`src/rtl/driver_readback.sv`:
```
// Boot-time FC readback: sweeps every LED driver, captures its SOUT dump and flags mismatches.
// Optional READBACK_MASK_EN adds conf_mask to ignore reserved/volatile FC bits in the compare.
module driver_readback #(
   parameter int NB_DRIVERS    = 30,
   parameter int WORD_WIDTH    = 48,
   parameter int SETTLE_CYCLES = 4,
   parameter int TIMEOUT       = 255
) (
   input  logic                  clk_lse,
   input  logic                  nrst,
   input  logic                  start,
   input  logic [WORD_WIDTH-1:0] expected_conf,
`ifdef READBACK_MASK_EN
   input  logic [WORD_WIDTH-1:0] conf_mask,
`endif
   input  logic                  driver_sout,
   input  logic                  bit_valid,
   input  logic                  dump_end,
   output logic                  dump_req,
   output logic [4:0]            driver_sout_mux,
   output logic                  busy,
   output logic [WORD_WIDTH-1:0] readback_word,
   output logic                  readback_valid,
   output logic [NB_DRIVERS-1:0] mismatch,
   output logic                  timeout_flag,
   output logic                  done
);

   typedef enum logic [2:0] {
      S_IDLE, S_SELECT, S_REQUEST, S_CAPTURE, S_CHECK, S_FINISH
   } state_t;

   localparam logic [5:0] LP_WW   = 6'(WORD_WIDTH);
   localparam logic [7:0] LP_TO   = 8'(TIMEOUT);
   localparam logic [4:0] LP_LAST = 5'(NB_DRIVERS - 1);
   localparam logic [3:0] LP_SET  = 4'(SETTLE_CYCLES - 1);

   state_t                r_state;
   logic [4:0]            r_index;
   logic [3:0]            r_settle;
   logic [5:0]            r_bit_cnt;
   logic [7:0]            r_idle_cnt;
   logic [WORD_WIDTH-1:0] r_shreg;
   logic                  r_dump_req;
   logic [4:0]            r_mux;
   logic                  r_busy;
   logic [WORD_WIDTH-1:0] r_rb_word;
   logic                  r_rb_valid;
   logic [NB_DRIVERS-1:0] r_mismatch;
   logic                  r_timeout;
   logic                  r_done;

   logic [NB_DRIVERS-1:0] w_sel;
   logic [WORD_WIDTH-1:0] w_diff;
   logic                  w_bad;

   assign w_sel = NB_DRIVERS'(1) << r_index;
`ifdef READBACK_MASK_EN
   assign w_diff = (r_shreg ^ expected_conf) & conf_mask;
`else
   assign w_diff = r_shreg ^ expected_conf;
`endif
   assign w_bad = (r_bit_cnt != LP_WW) | (|w_diff);

   always_ff @(posedge clk_lse or negedge nrst) begin
      if (!nrst) begin
         r_state    <= S_IDLE;
         r_index    <= '0;
         r_settle   <= '0;
         r_bit_cnt  <= '0;
         r_idle_cnt <= '0;
         r_shreg    <= '0;
         r_dump_req <= 1'b0;
         r_mux      <= '0;
         r_busy     <= 1'b0;
         r_rb_word  <= '0;
         r_rb_valid <= 1'b0;
         r_mismatch <= '0;
         r_timeout  <= 1'b0;
         r_done     <= 1'b0;
      end else begin
         r_dump_req <= 1'b0;
         r_rb_valid <= 1'b0;
         r_done     <= 1'b0;
         unique case (r_state)
            S_IDLE: begin
               if (start) begin
                  r_mismatch <= '0;
                  r_timeout  <= 1'b0;
                  r_index    <= '0;
                  r_mux      <= '0;
                  r_settle   <= '0;
                  r_busy     <= 1'b1;
                  r_state    <= S_SELECT;
               end
            end
            S_SELECT: begin
               if (r_settle == LP_SET) begin
                  r_dump_req <= 1'b1;
                  r_state    <= S_REQUEST;
               end else begin
                  r_settle <= r_settle + 4'd1;
               end
            end
            S_REQUEST: begin
               r_bit_cnt  <= '0;
               r_idle_cnt <= '0;
               r_state    <= S_CAPTURE;
            end
            S_CAPTURE: begin
               if (bit_valid) begin
                  // Extra bits past the word are dropped, shreg stays frozen.
                  if (r_bit_cnt != LP_WW) begin
                     r_shreg   <= {r_shreg[WORD_WIDTH-2:0], driver_sout};
                     r_bit_cnt <= r_bit_cnt + 6'd1;
                  end
                  r_idle_cnt <= '0;
                  if (dump_end) r_state <= S_CHECK;
               end else if (dump_end) begin
                  r_state <= S_CHECK;
               end else if (r_idle_cnt + 8'd1 == LP_TO) begin
                  r_timeout  <= 1'b1;
                  r_mismatch <= r_mismatch | w_sel;
                  r_state    <= S_CHECK;
               end else begin
                  r_idle_cnt <= r_idle_cnt + 8'd1;
               end
            end
            S_CHECK: begin
               r_rb_word  <= r_shreg;
               r_rb_valid <= 1'b1;
               r_mismatch <= r_mismatch | (w_sel & {NB_DRIVERS{w_bad}});
               if (r_index == LP_LAST) begin
                  r_state <= S_FINISH;
               end else begin
                  r_index  <= r_index + 5'd1;
                  r_mux    <= r_index + 5'd1;
                  r_settle <= '0;
                  r_state  <= S_SELECT;
               end
            end
            S_FINISH: begin
               r_done  <= 1'b1;
               r_busy  <= 1'b0;
               r_mux   <= '0;
               r_state <= S_IDLE;
            end
            default: r_state <= S_IDLE;
         endcase
      end
   end

   assign dump_req        = r_dump_req;
   assign driver_sout_mux = r_mux;
   assign busy            = r_busy;
   assign readback_word   = r_rb_word;
   assign readback_valid  = r_rb_valid;
   assign mismatch        = r_mismatch;
   assign timeout_flag    = r_timeout;
   assign done            = r_done;

endmodule

```
`config.mk`:
```
export PLATFORM = sky130hd
export DESIGN_NAME = driver_readback
export DESIGN_NICKNAME = d
export VERILOG_FILES = /design/src/rtl/driver_readback.sv
export SDC_FILE = /design/constraint.sdc
export NUM_CORES = 1
export LEC_CHECK = 0
export CAP_MARGIN = 20
export CORE_MARGIN = 5
export CORE_UTILIZATION = 45
export CTS_BUF_LIST = sky130_fd_sc_hd__clkbuf_8
export CTS_CLUSTER_SIZE = 12
export DETAILED_ROUTE_END_ITERATION = 12
export PLACE_DENSITY = 0.74
export SLEW_MARGIN = 20
export SYNTH_ARGS = -nofsm -noshare
export SYNTH_HDL_FRONTEND = slang
export SYNTH_SLANG_ARGS = --single-unit
```
`constraint.sdc`:
```
create_clock -name clk_lse -period 2.3 [get_ports clk_lse]
set_clock_uncertainty 0.1 [all_clocks]
set_input_delay 0.46 -clock clk_lse [delete_from_list [all_inputs] [get_ports clk_lse]]
set_output_delay 0.46 -clock clk_lse [all_outputs]
set_load 0.01 [all_outputs]
```
==> metrics.log, run 1 <==
INFO  metric post_route_cells_drive_above_1_share = 16.6%
INFO  metric insertion_delay = 0.46 ns
INFO  metric cts_htree_levels = 4
INFO  metric holdCritPathClass = flop to flop
INFO  metric endpoint_kind = flop
INFO  metric gr-max-usage-layer = met2
INFO  metric ir_drop = 0.000357 V
INFO  metric rows = 46
INFO  metric global_route_met3_usage = 7.11%
INFO  metric root_buffer = sky130_fd_sc_hd__clkbuf_8
INFO  metric worst_pin_slew = 0.585 ns
INFO  metric port-buffer-count = 141
INFO  metric synth_area_per_cell = 10.3 um2
INFO  metric groute.layer.met1.usage = 28.3%
INFO  metric synth_area = 7360 um2
INFO  metric grt.overflow.total = 0
INFO  metric fp.coreArea = 15,900 um2
INFO  metric timing.critical_path.cells = clkdlybuf4s50_1 > xnor2_2 > nand4_1 > or4_4 > nor4_4 > buf_4 > buf_6 > o31ai_1
INFO  metric cp.arrival = 2.53 ns
INFO  metric hold_viol_final = 0
INFO  metric cts_tree = done
INFO  metric post-route-min-period = 2.29 ns
INFO  metric grt_antenna_before_repair = 1
INFO  metric maximum_buffer_depth_of_the_clock_tree = 2
INFO  metric ys_dominant_reg_cell = sky130_fd_sc_hd__dfrtp_1
INFO  metric grt_setup_unrepaired = true
INFO  metric critical_path_required = 2.54 ns
INFO  metric groute.usage.overall = 21.1%
INFO  metric gp_congestion = 0.826
INFO  metric total_power = 7.27 mW
INFO  metric hpwlAfterDp = 13,200 um
INFO  metric grt_pass1_wl = 30,900 um
INFO  metric final.fill_count = 1,340
INFO  metric critical_path_peak_fanout = 7
INFO  metric maxClockFrequency = 0.436 GHz
INFO  metric pwr_density_cell = 737 nW/um2
INFO  metric post_drt_wl_per_cell = 17.0 um
INFO  metric detail_route.vias_per_cell = 5.20
INFO  metric use_met2 = 32.0%
INFO  metric num_io_pins = 142
INFO  metric setup_viol = 0
INFO  metric synth_nets = 783
INFO  metric remaining_drc_errors = 0
INFO  metric final.period_utilization = 99.6%
INFO  metric design.die.area = 19,000 um2
INFO  metric yosysSeqAreaShare = 55.1%
INFO  metric routed_wirelength = 19,000 um
INFO  metric drt.antenna.violating_nets = 0
INFO  metric synth-warning-count = 0
INFO  metric first_global_vias = 5,843
INFO  metric outcome = finished, final reports clean
INFO  metric start_kind = input pin
INFO  metric tritoncts_num_sinks = 162
INFO  metric max_slew_margin = 60.7%
INFO  metric power_leakage = 4.63 nW
INFO  metric die-width = 138 um
INFO  metric final_net_count = 955
INFO  metric worst_setup_path_class = input pin to flop
INFO  metric floorplan.initialDensity = 46.2%
INFO  metric synthArstFlopShare = 100%
INFO  metric vias = 5,811
INFO  metric die_h = 138 um
INFO  metric clkSlewWorstSetupHoldPaths = 0.09 ns
INFO  metric fin_worst_hold_slack = 0.380 ns
INFO  metric cap_viol_max_count = 0
INFO  metric dr.first_iter.drc_count = 518
INFO  metric firstDrtPassIters = 5
INFO  metric ys_ff_latch = 162
INFO  metric drv_slew = 0
INFO  metric area_growth_syn_to_layout = 34.0%
INFO  metric inserted_clock_buffers = 17
INFO  metric synth_enable_flop_cells = 0
INFO  metric post_synth_num_cell_types = 45
INFO  metric slowest_cell_on_the_critical_path = sky130_fd_sc_hd__or4_4
INFO  metric grt_max_degree = 57
INFO  metric antenna_cells_inserted = 0
INFO  metric timing.critical_path.slowest_cell_delay = 0.57 ns
INFO  metric syn-instance-count = 718
==> report_power, final <==
part / internal [mW] / leakage [nW] / switching (mW) / total (mW)
sequential: 3.08 / 2.23 / 0.217 / 3.29
combinational: 0.839 / 2.19 / 0.998 / 1.84
clock: 1.07 / 0.207 / 1.07 / 2.14
total: 4.98 / 4.63 / 2.29 / 7.27
==> cell usage in the layout, fill, tap and decap left out, types with 4 or more instances in the layout <==
master	count
sky130_fd_sc_hd__nand4_1	12
sky130_fd_sc_hd__dfrtp_1	159
sky130_fd_sc_hd__xnor2_2	6
sky130_fd_sc_hd__mux2_2	50
sky130_fd_sc_hd__a21oi_1	9
sky130_fd_sc_hd__a31oi_1	4
sky130_fd_sc_hd__nand3b_1	5
sky130_fd_sc_hd__nor4_1	6
sky130_fd_sc_hd__nor2_1	21
sky130_fd_sc_hd__ha_1	10
sky130_fd_sc_hd__buf_12	6
sky130_fd_sc_hd__nand2_1	205
sky130_fd_sc_hd__inv_1	13
sky130_fd_sc_hd__o21ai_0	17
sky130_fd_sc_hd__nand3_1	24
sky130_fd_sc_hd__xnor2_1	13
sky130_fd_sc_hd__clkbuf_8	17
sky130_fd_sc_hd__o31ai_1	34
sky130_fd_sc_hd__and3_1	7
sky130_fd_sc_hd__clkinv_2	4
sky130_fd_sc_hd__nor3_1	7
sky130_fd_sc_hd__nor2b_1	5
sky130_fd_sc_hd__clkdlybuf4s50_1	139
sky130_fd_sc_hd__xor2_1	37
sky130_fd_sc_hd__buf_4	35
==> per-layer routing <==
metal,vias up,wire (um)
met2,182,8570
li1,2785,-
met3,35,1580
met1,2807,8410
met4,2,412
met5,-,18
==> synth_stat cells (10+ instances only) <==
cell type | count | area share, %
sky130_fd_sc_hd__o31ai_1 | 34 | 3.5
sky130_fd_sc_hd__nand2_1 | 205 | 10
sky130_fd_sc_hd__clkbuf_1 | 26 | 1.3
sky130_fd_sc_hd__dfrtp_1 | 162 | 55
sky130_fd_sc_hd__inv_1 | 13 | 0.66
sky130_fd_sc_hd__a21oi_1 | 10 | 0.68
sky130_fd_sc_hd__ha_1 | 11 | 1.9
sky130_fd_sc_hd__nand3_1 | 25 | 1.7
sky130_fd_sc_hd__nand4_1 | 12 | 1.0
sky130_fd_sc_hd__xnor2_1 | 19 | 2.3
sky130_fd_sc_hd__o21ai_0 | 17 | 1.2
sky130_fd_sc_hd__mux2_2 | 50 | 7.6
sky130_fd_sc_hd__nor2_1 | 21 | 1.1
sky130_fd_sc_hd__xor2_1 | 37 | 4.4
==> through the flow <==
stage               cells  setup TNS [ns]  setup WS, ns  area, um2  utilization (%)
global route         1118           -1.93        -0.106       9860             61.9
finish               1118               0       0.00826       9860             61.9
floorplan             718               0        0.0465       7360                -
global placement     1076          -15.28        -0.511       9260             58.1
CTS                  1117               0        0.0461       9840             61.7
detailed placement   1076          -16.39        -0.561       9260             58.1
==> layout make-up <==
cell class                 instances  area, um2  area share (%)
sequential                       162       4060            41.1
multi-input combinational        508       3200            32.5
timing repair buffer             187       1880            19.1
tap                              216        270            2.74
clock buffer                      17        234            2.37
clock inverter                    14        165            1.67
inverter                          14       52.6           0.533
==> cells by family after synthesis <==
family | Yosys count | share of synthesized area (%)
simple gates | 310 | 18.6
flops | 162 | 55.1
compound gates | 80 | 7.33
xor+xnor | 56 | 6.66
mux | 51 | 7.78
buf+inv | 48 | 2.69
fa+ha+maj | 11 | 1.87
==> worst paths after layout <==
| check | startpoint | endpoint | slack, ns | cells after the start |
|---|---|---|---|---|
| hold reg to reg | readback_word[13] | readback_word[13] | 0.38 | 2 |
| hold / removal | readback_word[13] | readback_word[13] | 0.38 | 2 |
| max in group asynchronous | nrst | r_shreg[4] | 1.06 | 3 |
| setup / recovery | expected_conf[39] | mismatch[29] | 0.008 | 8 |
| setup reg to reg | r_shreg[18] | mismatch[29] | 0.03 | 7 |
| min in group asynchronous | nrst | readback_word[15] | 0.40 | 2 |
==> worst max-delay path, delay by kind of cell <==
family	cells	cell delay (ns)
simple gates	3	1.01
buf+inv	3	0.84
xor+xnor	1	0.13
compound gates	1	0.07
==> flip-flops by register name, indices dropped and copies added, names as in the netlist <==
name and flops:
r_shreg 48, readback_word 48, mismatch 30, r_idle_cnt 8, r_bit_cnt 6, driver_sout_mux 5
r_index 5, r_settle 4, r_state 3, busy 1, done 1, dump_req 1
readback_valid 1, timeout_flag 1
==> repair_timing <==
action                     in CTS  in global routing
hold buffers                    1                  0
pin swaps                       4                  3
hold endpoints to repair       36                  0
setup endpoints to repair      30                 30
buffers inserted                7                  1
gates cloned                    3                  0
resized for setup              17                  2
Power figures use the tool's default switching activity.
==> run 2: changes to the inputs <==
CELL_PAD_IN_SITES_DETAIL_PLACEMENT = 0   (was unset)
CELL_PAD_IN_SITES_GLOBAL_PLACEMENT = 1   (was unset)
CORE_UTILIZATION = 38   (was 45)
PLACE_DENSITY = unset   (was 0.74)
PLACE_DENSITY_LB_ADDON = 0.1   (was unset)
==> run 2 against run 1 <==
Effect of this change:
- the run now ends with negative setup slack left
- clock power about the same
- worst hold slack worse by 0.027 ns
- combinational power is 6% lower
- cell count up 4.1%
- sequential cell count unchanged
- first-iteration DRC count shrank 51%
- global-route usage decreased by 2.9 points
- largest cell class unchanged
- largest power group unchanged
==> metrics.log, run 2 (synthesized netlist as in run 1, its figures left out) <==
INFO  metric outcome = complete, but fails checks
INFO  metric violations = negative setup slack
INFO  metric pwr_density_cell = 724 nW/um2
INFO  metric root_buffer = sky130_fd_sc_hd__clkbuf_8
INFO  metric cp.arrival = 2.53 ns
INFO  metric groute.usage.overall = 18.2%
INFO  metric final_net_count = 951
INFO  metric setup_viol = 2
INFO  metric clkSlewWorstSetupHoldPaths = 0.09 ns
INFO  metric post_drt_wl_per_cell = 17.0 um
INFO  metric regToRegStartpoint = r_shreg[18]
INFO  metric max_slew_margin = 50.3%
INFO  metric drt.antenna.violating_nets = 0
INFO  metric power_leakage = 4.60 nW
INFO  metric endpoint_kind = flop
INFO  metric detail_route.vias_per_cell = 4.87
INFO  metric num_io_pins = 142
INFO  metric gp_congestion = 0.787
INFO  metric area_growth_syn_to_layout = 34.1%
INFO  metric die_h = 149 um
INFO  metric worst_pin_slew = 0.741 ns
INFO  metric holdCritPathClass = input pin to async pin
INFO  metric final.fill_count = 1,811
INFO  metric cap_viol_max_count = 0
INFO  metric critPathTopFamily = simple AND/OR/NAND/NOR gates
INFO  metric remaining_drc_errors = 0
INFO  metric cts_tree = done
INFO  metric setup_ws = -0.00368 ns
INFO  metric maxClockFrequency = 0.434 GHz
INFO  metric vias = 5,665
INFO  metric timing.critical_path.cells = xnor2_1 > buf_4 > nand4_1 > or4_4 > nor4_4 > buf_6 > clkbuf_16 > o31ai_1
INFO  metric design.die.area = 22,300 um2
INFO  metric rows = 51
INFO  metric port-buffer-count = 141
INFO  metric die-width = 149 um
INFO  metric tritoncts_num_sinks = 162
INFO  metric regToRegEndpoint = mismatch[20]
INFO  metric grt_max_degree = 57
INFO  metric hold_viol_final = 0
INFO  metric total_power = 7.15 mW
INFO  metric insertion_delay = 0.45 ns
INFO  metric post-route-min-period = 2.30 ns
INFO  metric place_worst_setup_slack = -0.544 ns
INFO  metric critical_path_peak_fanout = 7
INFO  metric ir_drop = 0.000356 V
INFO  metric r2r_cells = 8
INFO  metric grt_antenna_before_repair = 1
INFO  metric mostFrequentLayoutCells = 205 x sky130_fd_sc_hd__nand2_1, 161 x sky130_fd_sc_hd__dfrtp_1, 139 x sky130_fd_sc_hd__clkdlybuf4s50_1, 50 x sky130_fd_sc_hd__mux2_2, 37 x sky130_fd_sc_hd__xor2_1
INFO  metric critical_path_required = 2.53 ns
INFO  metric grt_setup_unrepaired = true
INFO  metric drv_slew = 0
INFO  metric layout.cells.most_common = sky130_fd_sc_hd__nand2_1
INFO  metric cts_htree_levels = 4
INFO  metric routed_wirelength = 19,800 um
INFO  metric hpwlAfterDp = 14,000 um
INFO  metric post_route_cells_drive_above_1_share = 16.4%
INFO  metric crit_buf_inv = 3
INFO  metric worst_setup_path_class = flop to flop
INFO  metric maximum_buffer_depth_of_the_clock_tree = 2
INFO  metric dr.first_iter.drc_count = 254
INFO  metric timing.critical_path.slowest_cell_delay = 0.56 ns
INFO  metric setup.reg_to_reg.worst_slack = -0.004 ns
INFO  metric start_kind = flop
INFO  metric inserted_clock_buffers = 17
INFO  metric fp.coreArea = 19,300 um2
INFO  metric antenna_cells_inserted = 0
INFO  metric grt_pass1_wl = 32,000 um
INFO  metric slowest_cell_on_the_critical_path = sky130_fd_sc_hd__or4_4
INFO  metric first_global_vias = 6,004
INFO  metric fin_worst_hold_slack = 0.353 ns
INFO  metric floorplan.initialDensity = 38.2%
INFO  metric grt.overflow.total = 0
INFO  metric firstDrtPassIters = 4
INFO  metric final.period_utilization = 100%
[run 2: worst max-delay path by stage]
stage | cells after the start | end | from | slack [ns]
5_1_grt | 8 | mismatch[13] | r_shreg[18] | -0.1
3_3_place_gp | 7 | mismatch[15] | expected_conf[19] | -0.52
3_5_place_dp | 7 | mismatch[16] | expected_conf[19] | -0.54
4_1_cts | 8 | mismatch[3] | r_bit_cnt[0] | 0.02
6_report | 8 | mismatch[20] | r_shreg[18] | -0.004
2_1_floorplan | 8 | mismatch[10] | r_state[0] | 0.05
[run 2: area by class of cell]
type                       count  area (um2)  area share (%)
clock buffer                  18         248            2.51
sequential                   162        4060            41.1
timing repair buffer         183        1840            18.6
inverter                      14        52.6           0.532
clock inverter                14         154            1.56
tap                          265         332            3.36
multi-input combinational    508        3200            32.4
[run 2: timing repair]
action	4_1_cts	5_1_grt
hold buffers	1	0
hold endpoints to repair	27	0
pin swaps	1	6
cloned	1	1
buffers inserted	2	2
gates resized for setup	10	6
endpoints found under the setup margin	30	31
[run 2: stage by stage]
| step | setup TNS, ns | utilization (%) | cell area [um2] | cells |
|---|---|---|---|---|
| final | -0.00393 | 51.2 | 9870 | 1164 |
| after global routing | -2.59 | 51.2 | 9870 | 1164 |
| after CTS | 0 | 50.9 | 9810 | 1161 |
| after detailed placement | -15.80 | 48.3 | 9310 | 1125 |
| after global placement | -15.46 | 48.3 | 9310 | 1125 |
| after floorplan | 0 | - | 7360 | 718 |
[run 2: report_power, final]
part	switching [mW]	internal, mW
Sequential	0.221	3.07
Clock	1.12	1.01
Combinational	0.962	0.770
[run 2: metal layers]
metal | wire, um | up-vias | share of wire [%] | track usage (%)
li1 | - | 2770 | - | -
met1 | 8570 | 2759 | 43 | 23.2
met2 | 9720 | 119 | 49 | 29.8
met3 | 1260 | 15 | 6.4 | 6.08
met4 | 196 | 2 | 0.99 | 4.85
met5 | 13 | - | 0.066 | 0
==> run 3: changes to the inputs <==
PLACE_DENSITY_LB_ADDON = 0.2   (was 0.1)
==> run 3 against run 2 <==
Effect of this change:
- the flow now finishes without violations
- maximum frequency rose by 1.6%
- first-iteration DRC count fell by 25%
- cell count rose by 0.86%
- power rose by 0.59%
- utilization rose by 0.56 points
- non-clock buffer count rose by 9
- via count rose by 1.3%
- combinational power rose by 5%
- sequential cell count did not move
==> metrics.log, run 3 (synthesized netlist as in run 1, its figures left out) <==
INFO  metric outcome = finished, final reports clean
INFO  metric insertion_delay = 0.45 ns
INFO  metric floorplan.initialDensity = 38.2%
INFO  metric ir_drop = 0.000410 V
INFO  metric final.period_utilization = 98.6%
INFO  metric drt.antenna.violating_nets = 0
INFO  metric final.fill_count = 1,795
INFO  metric share_clk_of_total_power = 28.9%
INFO  metric inserted_clock_buffers = 17
INFO  metric area_growth_syn_to_layout = 35.6%
INFO  metric design_area = 9980 um2
INFO  metric die-width = 149 um
INFO  metric rows = 51
INFO  metric layout.cells.most_common = sky130_fd_sc_hd__nand2_1
INFO  metric vias = 5,740
INFO  metric drv_slew = 0
INFO  metric routed_wirelength = 19,800 um
INFO  metric power_leakage = 4.62 nW
INFO  metric clkSlewWorstSetupHoldPaths = 0.09 ns
INFO  metric die_h = 149 um
INFO  metric setup_ws = 0.0321 ns
INFO  metric mostFrequentLayoutCells = 205 x sky130_fd_sc_hd__nand2_1, 159 x sky130_fd_sc_hd__dfrtp_1, 140 x sky130_fd_sc_hd__clkdlybuf4s50_1, 50 x sky130_fd_sc_hd__mux2_2, 42 x sky130_fd_sc_hd__buf_4
INFO  metric max_slew_margin = 60.2%
INFO  metric worst_pin_slew = 0.597 ns
INFO  metric critPathTopFamily = buffers and inverters
INFO  metric grt.overflow.total = 0
INFO  metric cell_internal_pwr = 4.81 mW
INFO  metric start_kind = input pin
INFO  metric tritoncts_num_sinks = 162
INFO  metric grt_max_degree = 60
INFO  metric multi_input_area = 3240 um2
INFO  metric cts_tree = done
INFO  metric post_route_cells_drive_above_1_share = 17.9%
INFO  metric timing.critical_path.cells = clkdlybuf4s50_1 > xnor2_1 > buf_4 > nand4_1 > or4_4 > nor4_4 > buf_6 > clkbuf_16 > o31ai_1
INFO  metric pwr_density_cell = 721 nW/um2
INFO  metric placed_cell_area = 9380 um2
INFO  metric slowest_cell_on_the_critical_path = sky130_fd_sc_hd__or4_4
INFO  metric grt_pass1_wl = 31,700 um
INFO  metric hpwlAfterDp = 13,900 um
INFO  metric design.die.area = 22,300 um2
INFO  metric grt_setup_unrepaired = true
INFO  metric cts_htree_levels = 4
INFO  metric ff_latch_area = 4060 um2
INFO  metric port-buffer-count = 141
INFO  metric final_net_count = 961
INFO  metric antenna_cells_inserted = 0
INFO  metric grt_antenna_before_repair = 0
INFO  metric endpoint_kind = flop
INFO  metric total_power = 7.19 mW
INFO  metric place_worst_setup_slack = -0.521 ns
INFO  metric postLayoutCoreUtil = 51.8%
INFO  metric setup_viol = 0
INFO  metric critical_path_required = 2.52 ns
INFO  metric cap_viol_max_count = 0
INFO  metric crit_buf_inv = 4
INFO  metric critical_path_peak_fanout = 7
INFO  metric maximum_buffer_depth_of_the_clock_tree = 2
INFO  metric num_io_pins = 142
INFO  metric combPwrFrac = 25.1%
INFO  metric maxClockFrequency = 0.441 GHz
INFO  metric detail_route.vias_per_cell = 4.89
INFO  metric worst_setup_path_class = input pin to flop
INFO  metric gp_congestion = 0.831
INFO  metric post_drt_wl_per_cell = 16.8 um
INFO  metric remaining_drc_errors = 0
INFO  metric net_sw_power = 2.38 mW
INFO  metric hold_viol_final = 0
INFO  metric cp.arrival = 2.49 ns
INFO  metric dr.first_iter.drc_count = 190
INFO  metric pwr-share-seq = 46.0%
INFO  metric fp.coreArea = 19,300 um2
INFO  metric first_global_vias = 6,017
INFO  metric post-route-min-period = 2.27 ns
INFO  metric firstDrtPassIters = 4
INFO  metric fraction_of_power_spent_switching_nets = 33.1%
INFO  metric holdCritPathClass = flop to flop
INFO  metric root_buffer = sky130_fd_sc_hd__clkbuf_8
INFO  metric groute.usage.overall = 18.0%
INFO  metric timing.critical_path.slowest_cell_delay = 0.51 ns
==> run 3: cell count changes in the layout (fill, tap and decap cells not counted), moves of 2 or more <==
cell                      previous run  this run
sky130_fd_sc_hd__xnor2_2             5         1
sky130_fd_sc_hd__nor4_2              0         2
sky130_fd_sc_hd__nor4_1              6         4
sky130_fd_sc_hd__dfrtp_2             1         3
sky130_fd_sc_hd__dfrtp_1           161       159
sky130_fd_sc_hd__o31ai_2             2         5
sky130_fd_sc_hd__xnor2_1            14        18
sky130_fd_sc_hd__o31ai_1            32        29
sky130_fd_sc_hd__a21oi_4             0         2
sky130_fd_sc_hd__buf_4              33        42
==> run 3: power groups by stage <==
stage | registers, mW | logic [mW] | clock network [mW]
floorplan | 3.33 | 0.937 | 0
global placement | 3.35 | 1.73 | 0
detailed placement | 3.36 | 1.78 | 0
CTS | 3.30 | 1.80 | 2.14
global route | 3.34 | 2.01 | 2.27
finish | 3.31 | 1.81 | 2.08
==> run 3: tightest hold or removal path, stage by stage, from the launching register on <==
cell	delay [ns]
sky130_fd_sc_hd__dfrtp_1	0.35
sky130_fd_sc_hd__nand2_1	0.05
sky130_fd_sc_hd__nand2_1	0.05
==> run 3: path summary, 6_finish.rpt <==
| path | start | endpoint | slack (ns) | cells after the start |
|---|---|---|---|---|
| hold / removal | readback_word[1] | readback_word[1] | 0.38 | 2 |
| setup / recovery | expected_conf[16] | mismatch[25] | 0.03 | 9 |
| hold reg to reg | readback_word[1] | readback_word[1] | 0.38 | 2 |
| setup reg to reg | r_idle_cnt[0] | r_state[0] | 0.07 | 8 |
| min in group asynchronous | nrst | mismatch[10] | 0.45 | 2 |
| max in group asynchronous | nrst | readback_word[24] | 0.91 | 3 |
==> run 3: metal layers <==
layer,vias up,GRT usage (%),part of all wire (%)
met1,2792,24.1,44
met4,0,4.67,1.0
met3,18,5.07,6.1
met5,-,0,0
met2,140,29.0,49
li1,2790,-,-
==> run 3: layout make-up <==
class                           count  area share (%)
Sequential cell                   162            40.6
Multi-Input combinational cell    509            32.5
Timing Repair Buffer              192            19.1
Tap cell                          265            3.32
Clock buffer                       18            2.48
Clock inverter                     14            1.48
Inverter                           14           0.552
==> run 3: repair_timing <==
action | 4_1_cts | 5_1_grt
gates resized for setup | 8 | 17
hold endpoints to repair | 55 | 0
setup endpoints to repair | 30 | 31
hold buffers | 1 | 0
buffers inserted | 1 | 2
pin swaps | 1 | 8
cloned | 1 | 2
==> run 3: per-stage QoR <==
step	hold WS [ns]	cells	setup TNS, ns
finish	0.380	1174	0
global route	0.413	1174	-0.994
CTS	0.385	1170	-0.0213
detailed placement	0.363	1135	-18.48
global placement	0.362	1135	-18.30
floorplan	0.0644	718	0
